### config.mk
export PLATFORM = sky130hd
export DESIGN_NAME = pixel_lane_writer
export DESIGN_NICKNAME = d
export VERILOG_FILES = /design/src/rtl/pixel_lane_writer.sv
export SDC_FILE = /design/constraint.sdc
export NUM_CORES = 1
export LEC_CHECK = 0
export BUFFER_PORTS_ARGS = -buffer_cell sky130_fd_sc_hd__buf_2
export CORE_MARGIN = 1
export CORE_UTILIZATION = 56
export CTS_BUF_LIST = sky130_fd_sc_hd__clkbuf_16
export DETAILED_ROUTE_END_ITERATION = 7
export GPL_TIMING_DRIVEN = 0
export HOLD_SLACK_MARGIN = 0.1
export PLACE_DENSITY = 0.76
export SYNTH_ARGS = -nofsm -noshare
export SYNTH_HDL_FRONTEND = slang
export SYNTH_SLANG_ARGS = --single-unit
### constraint.sdc
create_clock -name i_clock -period 9.1 [get_ports i_clock]
set_input_delay 1.365 -clock i_clock [delete_from_list [all_inputs] [get_ports i_clock]]
set_output_delay 1.365 -clock i_clock [all_outputs]
set_load 0.01 [all_outputs]
### src/rtl/pixel_lane_writer.sv
// Frame-aware pixel unpacker: spreads each LANES-pixel word across LANES line-buffer RAMs.
// Optional ring addressing via PLW_RING_EN; without it, words past DEPTH are dropped and flag ovf.
module pixel_lane_writer #(
  parameter int unsigned PIX_W  = 8,
  parameter int unsigned LANES  = 4,
  parameter int unsigned ADDR_W = 16,
  parameter int unsigned DEPTH  = 4096,
  parameter int unsigned DIM_W  = 16
) (
  input  logic                     i_clock,
  input  logic                     i_reset,
  input  logic                     i_start,
  input  logic [DIM_W-1:0]         i_rows,
  input  logic [DIM_W-1:0]         i_cols,
  input  logic                     i_in_valid,
  output logic                     o_in_ready,
  input  logic [LANES*PIX_W-1:0]   i_in_data,
  output logic [LANES-1:0]         o_wr_en,
  output logic [ADDR_W-1:0]        o_wr_addr,
  output logic [LANES*PIX_W-1:0]   o_wr_data,
  output logic [2*DIM_W-1:0]       o_pixel_count,
  output logic                     o_busy,
  output logic                     o_frame_done,
  output logic                     o_dim_err,
  output logic                     o_ovf
);

  localparam int unsigned PC_W  = 2 * DIM_W;
  localparam int unsigned CNT_W = $clog2(LANES + 1);
  localparam int unsigned WA_W  = ADDR_W + 1;

  typedef enum logic [1:0] {
    ST_IDLE = 2'd0,
    ST_RUN  = 2'd1,
    ST_DONE = 2'd2
  } state_t;

  state_t                   r_state;
  state_t                   w_next_state;

  logic [PC_W-1:0]          r_total;
  logic [PC_W-1:0]          r_pixel_count;
  logic [WA_W-1:0]          r_waddr;
  logic [LANES-1:0]         r_wr_en;
  logic [ADDR_W-1:0]        r_wr_addr;
  logic [LANES*PIX_W-1:0]   r_wr_data;
  logic                     r_in_ready;
  logic                     r_busy;
  logic                     r_frame_done;
  logic                     r_dim_err;
  logic                     r_ovf;

  logic                     w_in_ready_nxt;
  logic                     w_busy_nxt;
  logic                     w_frame_done_nxt;
  logic [PC_W-1:0]          w_remaining;
  logic                     w_accept;
  logic                     w_start_ok;
  logic                     w_start_bad;
  logic                     w_last;
  logic [CNT_W-1:0]         w_take;
  logic [LANES-1:0]         w_mask;
  logic                     w_oob;
  logic [WA_W-1:0]          w_waddr_nxt;

  assign w_remaining = r_total - r_pixel_count;
  assign w_accept    = i_in_valid && r_in_ready;
  assign w_start_ok  = i_start && (r_state == ST_IDLE) && (i_rows != '0) && (i_cols != '0);
  assign w_start_bad = i_start && (r_state == ST_IDLE) && ((i_rows == '0) || (i_cols == '0));
  assign w_last      = w_accept && (w_remaining <= PC_W'(LANES));
  assign w_take      = (w_remaining >= PC_W'(LANES)) ? CNT_W'(LANES) : CNT_W'(w_remaining);

  // Lanes past the end of the frame stay silent on the final, partial word.
  always_comb begin
    w_mask = '0;
    for (int unsigned k = 0; k < LANES; k++) begin
      w_mask[k] = (CNT_W'(k) < w_take);
    end
  end

`ifdef PLW_RING_EN
  assign w_oob       = 1'b0;
  assign w_waddr_nxt = (r_waddr == WA_W'(DEPTH - 1)) ? '0 : r_waddr + WA_W'(1);
`else
  // Once a frame has overrun, every later word is out of range as well.
  assign w_oob       = r_ovf || (r_waddr >= WA_W'(DEPTH));
  assign w_waddr_nxt = r_waddr + WA_W'(1);
`endif

  always_ff @(posedge i_clock) begin
    if (i_reset) begin
      r_state <= ST_IDLE;
    end else begin
      r_state <= w_next_state;
    end
  end

  always_comb begin
    w_next_state = r_state;
    case (r_state)
      ST_IDLE: if (w_start_ok) w_next_state = ST_RUN;
      ST_RUN:  if (w_last)     w_next_state = ST_DONE;
      ST_DONE:                 w_next_state = ST_IDLE;
      default:                 w_next_state = ST_IDLE;
    endcase
  end

  // Status outputs are registered from the next state so they line up with it.
  always_comb begin
    w_in_ready_nxt   = 1'b0;
    w_busy_nxt       = 1'b0;
    w_frame_done_nxt = 1'b0;
    case (w_next_state)
      ST_RUN:  begin w_in_ready_nxt = 1'b1; w_busy_nxt = 1'b1; end
      ST_DONE: begin w_busy_nxt = 1'b1; w_frame_done_nxt = 1'b1; end
      default: ;
    endcase
  end

  always_ff @(posedge i_clock) begin
    if (i_reset) begin
      r_total       <= '0;
      r_pixel_count <= '0;
      r_waddr       <= '0;
      r_wr_en       <= '0;
      r_wr_addr     <= '0;
      r_wr_data     <= '0;
      r_in_ready    <= 1'b0;
      r_busy        <= 1'b0;
      r_frame_done  <= 1'b0;
      r_dim_err     <= 1'b0;
      r_ovf         <= 1'b0;
    end else begin
      r_in_ready   <= w_in_ready_nxt;
      r_busy       <= w_busy_nxt;
      r_frame_done <= w_frame_done_nxt;
      r_wr_en      <= '0;
      if (w_start_ok) begin
        r_total       <= PC_W'(i_rows) * PC_W'(i_cols);
        r_pixel_count <= '0;
        r_waddr       <= '0;
        r_ovf         <= 1'b0;
        r_dim_err     <= 1'b0;
      end else if (w_start_bad) begin
        r_dim_err <= 1'b1;
      end
      if (w_accept) begin
        r_wr_data     <= i_in_data;
        r_wr_en       <= w_oob ? '0 : w_mask;
        r_wr_addr     <= ADDR_W'(r_waddr);
        r_waddr       <= w_waddr_nxt;
        r_pixel_count <= r_pixel_count + PC_W'(w_take);
        if (w_oob) r_ovf <= 1'b1;
      end
    end
  end

  assign o_in_ready    = r_in_ready;
  assign o_wr_en       = r_wr_en;
  assign o_wr_addr     = r_wr_addr;
  assign o_wr_data     = r_wr_data;
  assign o_pixel_count = r_pixel_count;
  assign o_busy        = r_busy;
  assign o_frame_done  = r_frame_done;
  assign o_dim_err     = r_dim_err;
  assign o_ovf         = r_ovf;

endmodule

==> results.md <==
* Logic pwr share at 78.0%
* WHS Path Cells at 2
* Share of the yosys chip area belonging to registers at between 10% and 20%
* I/O Pins at approximately 160
* Final setup skew at around 0.011 ns
* Nets@finish at approximately 2,600
* Reg-to-reg endpoint: o_pixel_count[6]
* CP Max Fanout at 10
* R2R depth at 18
* Tmin final at 7.90 ns
* Worst min-delay path class: reg -> reg
* RePlAce Congestion at slightly above 1
* Top FF cell, synth: dfxtp_1
* Sw Share at between 50% and 60%
* Startpoint types: input port
* Hold path start: o_wr_addr[12]
* Layout cells sized above 1 at 9.46%
* Via-to-Cell Ratio at 5.79
* Placed cell count at approximately 2,600
* Congestion Overflow GR at 0
* Clock power share at around a tenth
* Period Utilization, post-route at ~87%
* Die footprint at roughly 0.030 mm^2
* Cell Area, Synth at 0.0165 mm^2
* First-pass GRT wire length at approximately 79,000 um
* Switching power at between 0.003 and 0.004 W
* H-tree depth at 4
* CTS Buf Count at 17
* Final hold vios at 0
* Largest cells by area after synthesis: fa_1 (24%), dfxtp_1 (17%), ha_1 (11%)
* Slowest CP cell: o31ai_1
* Synth top area share at 23.7%
* Routed length per instance at about 19 um
* Routed wire length at 49,500 um
* Relative slew margins at between 20 and 25%
* Static leakage at 8.73 nW
* Worst slew pin tran at 1.18 ns
* Hold path endpoint: o_wr_addr[12]
* Status: complete, no violations
* Antenna Nets Post-Route at 0
* Max Clk Rate at 127 MHz
* Post-synth EDFFs at 0
* FF-to-FF setup slack at between 2 and 3 ns
* Cell Chain, Critical Path: buf_2 -> clkbuf_1 -> nand2_1 -> fa_1 -> fa_1 -> fa_1 -> inv_1 -> fa_1 -> fa_1 -> inv_1 -> fa_1 -> inv_1 -> ha_1 -> o211ai_1 -> o31ai_1 -> a222oi_1 -> o21a_1 -> a21oi_1 -> nand2b_1 -> a21boi_0 -> o21ai_0 -> a31oi_1
* Num rows at just over 60
* CTS sink cnt at 140
* Clock latency on the worst-skew pair at around 0.42 ns
* Crit. End Element: register
* Synth area leader: fa_1
* Gate count of the mapped netlist at slightly above 2,000
* RSZ-0062 raised after global routing: false
* Post-CTS Resized at 0
* Die height at 174 um
* Hold Buf Count CTS at 0
* CTS tree: built
* Worst r2r src: o_pixel_count[3]
* DR vias at approximately 15,000
* GRT Total Usage at ~33%
* Post-layout util at about 63%
* Max Cap Viol at 0
* Final TNS setup at 0 ns
* Syn_area_per_cell at around 8.0 um^2
* Endpoints failing setup at 0
* Post CTS Setup Buffer Count at 0
* Ys async rst share at 0%
* DR DRC count at 0
* DP HPWL at between 40,000 and 50,000 um
* Clock transition at the registers of the reported paths at roughly 0.06 ns
* Port Buf Inserts at 153
* Root Driver: clkbuf_16
* Number of synthesized register bits at 140
* Core ar. at just under 0.03 mm^2
* Die width at 174 um
* Most frequent cells in the layout: nand2_1 (323), inv_1 (302), fa_1 (195)
* Critical path required time at approximately 9.5 ns
* Largest stage delay on the critical path at about 0.66 ns
* Crit Path Category: in -> reg
* Non-filler instance count after layout at 2,626
* Starting Density at around 57%
* Slew Viols, Final at 0
* Post-synth cell types at 75
* Vias in the first global route at approximately 15,000
* Yosys warns at 0
* Largest net degree at the start of global routing at 17
* Initial antenna violation count at 1
* Critical path arrival at roughly 8.3 ns
* Area Growth Syn to Fin at 11.0%
* Sequential Power Share at 11.3%
* Commonest non-fill, non-tap cell in the layout: nand2_1
* Clk buf depth at 2
* Initial drt markers at ~1,300
* Internal power at slightly above 0.003 W
* Mapped Nets at roughly 2,500
* CP dominant cell by count: fa_1
* Power per Cell Area at ~340 mW/mm^2
* Drt pass-1 iters at 7
* VDD IR max at about 280 uV
[final cells by class]
class                   count  area, um^2
plain buffers              98         382
clock buffers              17         425
multi-input cells        1516       12200
flip-flops and latches    140        2800
diodes                      1        2.50
fillers                  2575       10600
well taps                 384         480
repair buffers            153         766
clock inverters            15         138
inverters                 302        1130
[cells in the mapped netlist, types with 19 or more instances]
library cell and count:
nand3_1 39, clkbuf_1 80, ha_1 141, a21oi_1 142, o21ai_0 57, mux2i_1 19, inv_1 302, fa_1 195
dfxtp_1 140, xnor2_1 28, nand2_1 323, nor3_1 29, nor2_1 115, and2_1 140
[worst max path at each step]
stage	startpoint	end	slack [ns]	depth (start not counted)
finish	i_rows[10]	r_total[31]	1.20	22
global route	i_cols[9]	r_total[31]	0.90	24
CTS	i_rows[10]	r_total[31]	1.21	24
detailed placement	i_rows[10]	r_total[31]	0.78	24
global placement	i_rows[10]	r_total[31]	0.84	24
floorplan	i_cols[9]	r_total[31]	1.77	24
[state kept, by name, indices dropped and copies added (netlist names)]
signal	flops
o_pixel_count	32
o_wr_data	32
r_total	32
r_waddr	17
o_wr_addr	16
o_wr_en	4
r_state	2
o_busy	1
o_dim_err	1
o_frame_done	1
o_in_ready	1
o_ovf	1
[metal layers]
layer  global-route usage, %  up-vias  part of all wire [%]
li1                        -     7066                     -
met1                    41.9     7371                    41
met2                    57.7      654                    49
met3                    4.47      123                   6.8
met4                    11.4        0                   3.3
met5                       0        -                     0
[cell families (layout without fill, tap and decap cells)]
kind of cell / Yosys count / in the layout / share of synthesized area (%)
simple gates: 763 / 763 / 22.1
flops: 140 / 140 / 17.0
xor+xnor: 42 / 42 / 2.23
buf+inv: 400 / 585 / 9.19
other cells: 0 / 1 / 0
compound gates: 349 / 349 / 13.4
fa+ha+maj: 337 / 337 / 34.4
mux: 25 / 25 / 1.63
[power groups by stage]
stage | Clock [W] | Combinational [W] | Sequential (W)
after CTS | 0.000665 | 0.00488 | 0.000708
after global routing | 0.000692 | 0.00553 | 0.000710
after floorplan | 0 | 0.00372 | 0.000698
final | 0.000664 | 0.00488 | 0.000709
after detailed placement | 0 | 0.00485 | 0.000721
after global placement | 0 | 0.00476 | 0.000721
[worst max-delay path: cells and delay by family]
family                     cells  cell delay, ns
AOI/OAI and AO/OA              8            2.07
adders and majority gates      7            3.59
buffers and inverters          5            0.95
and+or+nand+nor                2            0.26
[metrics by stage]
step	setup slack (ns)	cell area (um^2)	hold slack, ns	power, W
after floorplan	1.77	16500	0.432	0.00442
after global placement	0.837	17700	0.440	0.00549
after detailed placement	0.778	17700	0.444	0.00557
after CTS	1.21	18300	0.452	0.00625
after global routing	0.905	18300	0.463	0.00694
final	1.20	18300	0.449	0.00625
Power figures use the tool's default switching activity.
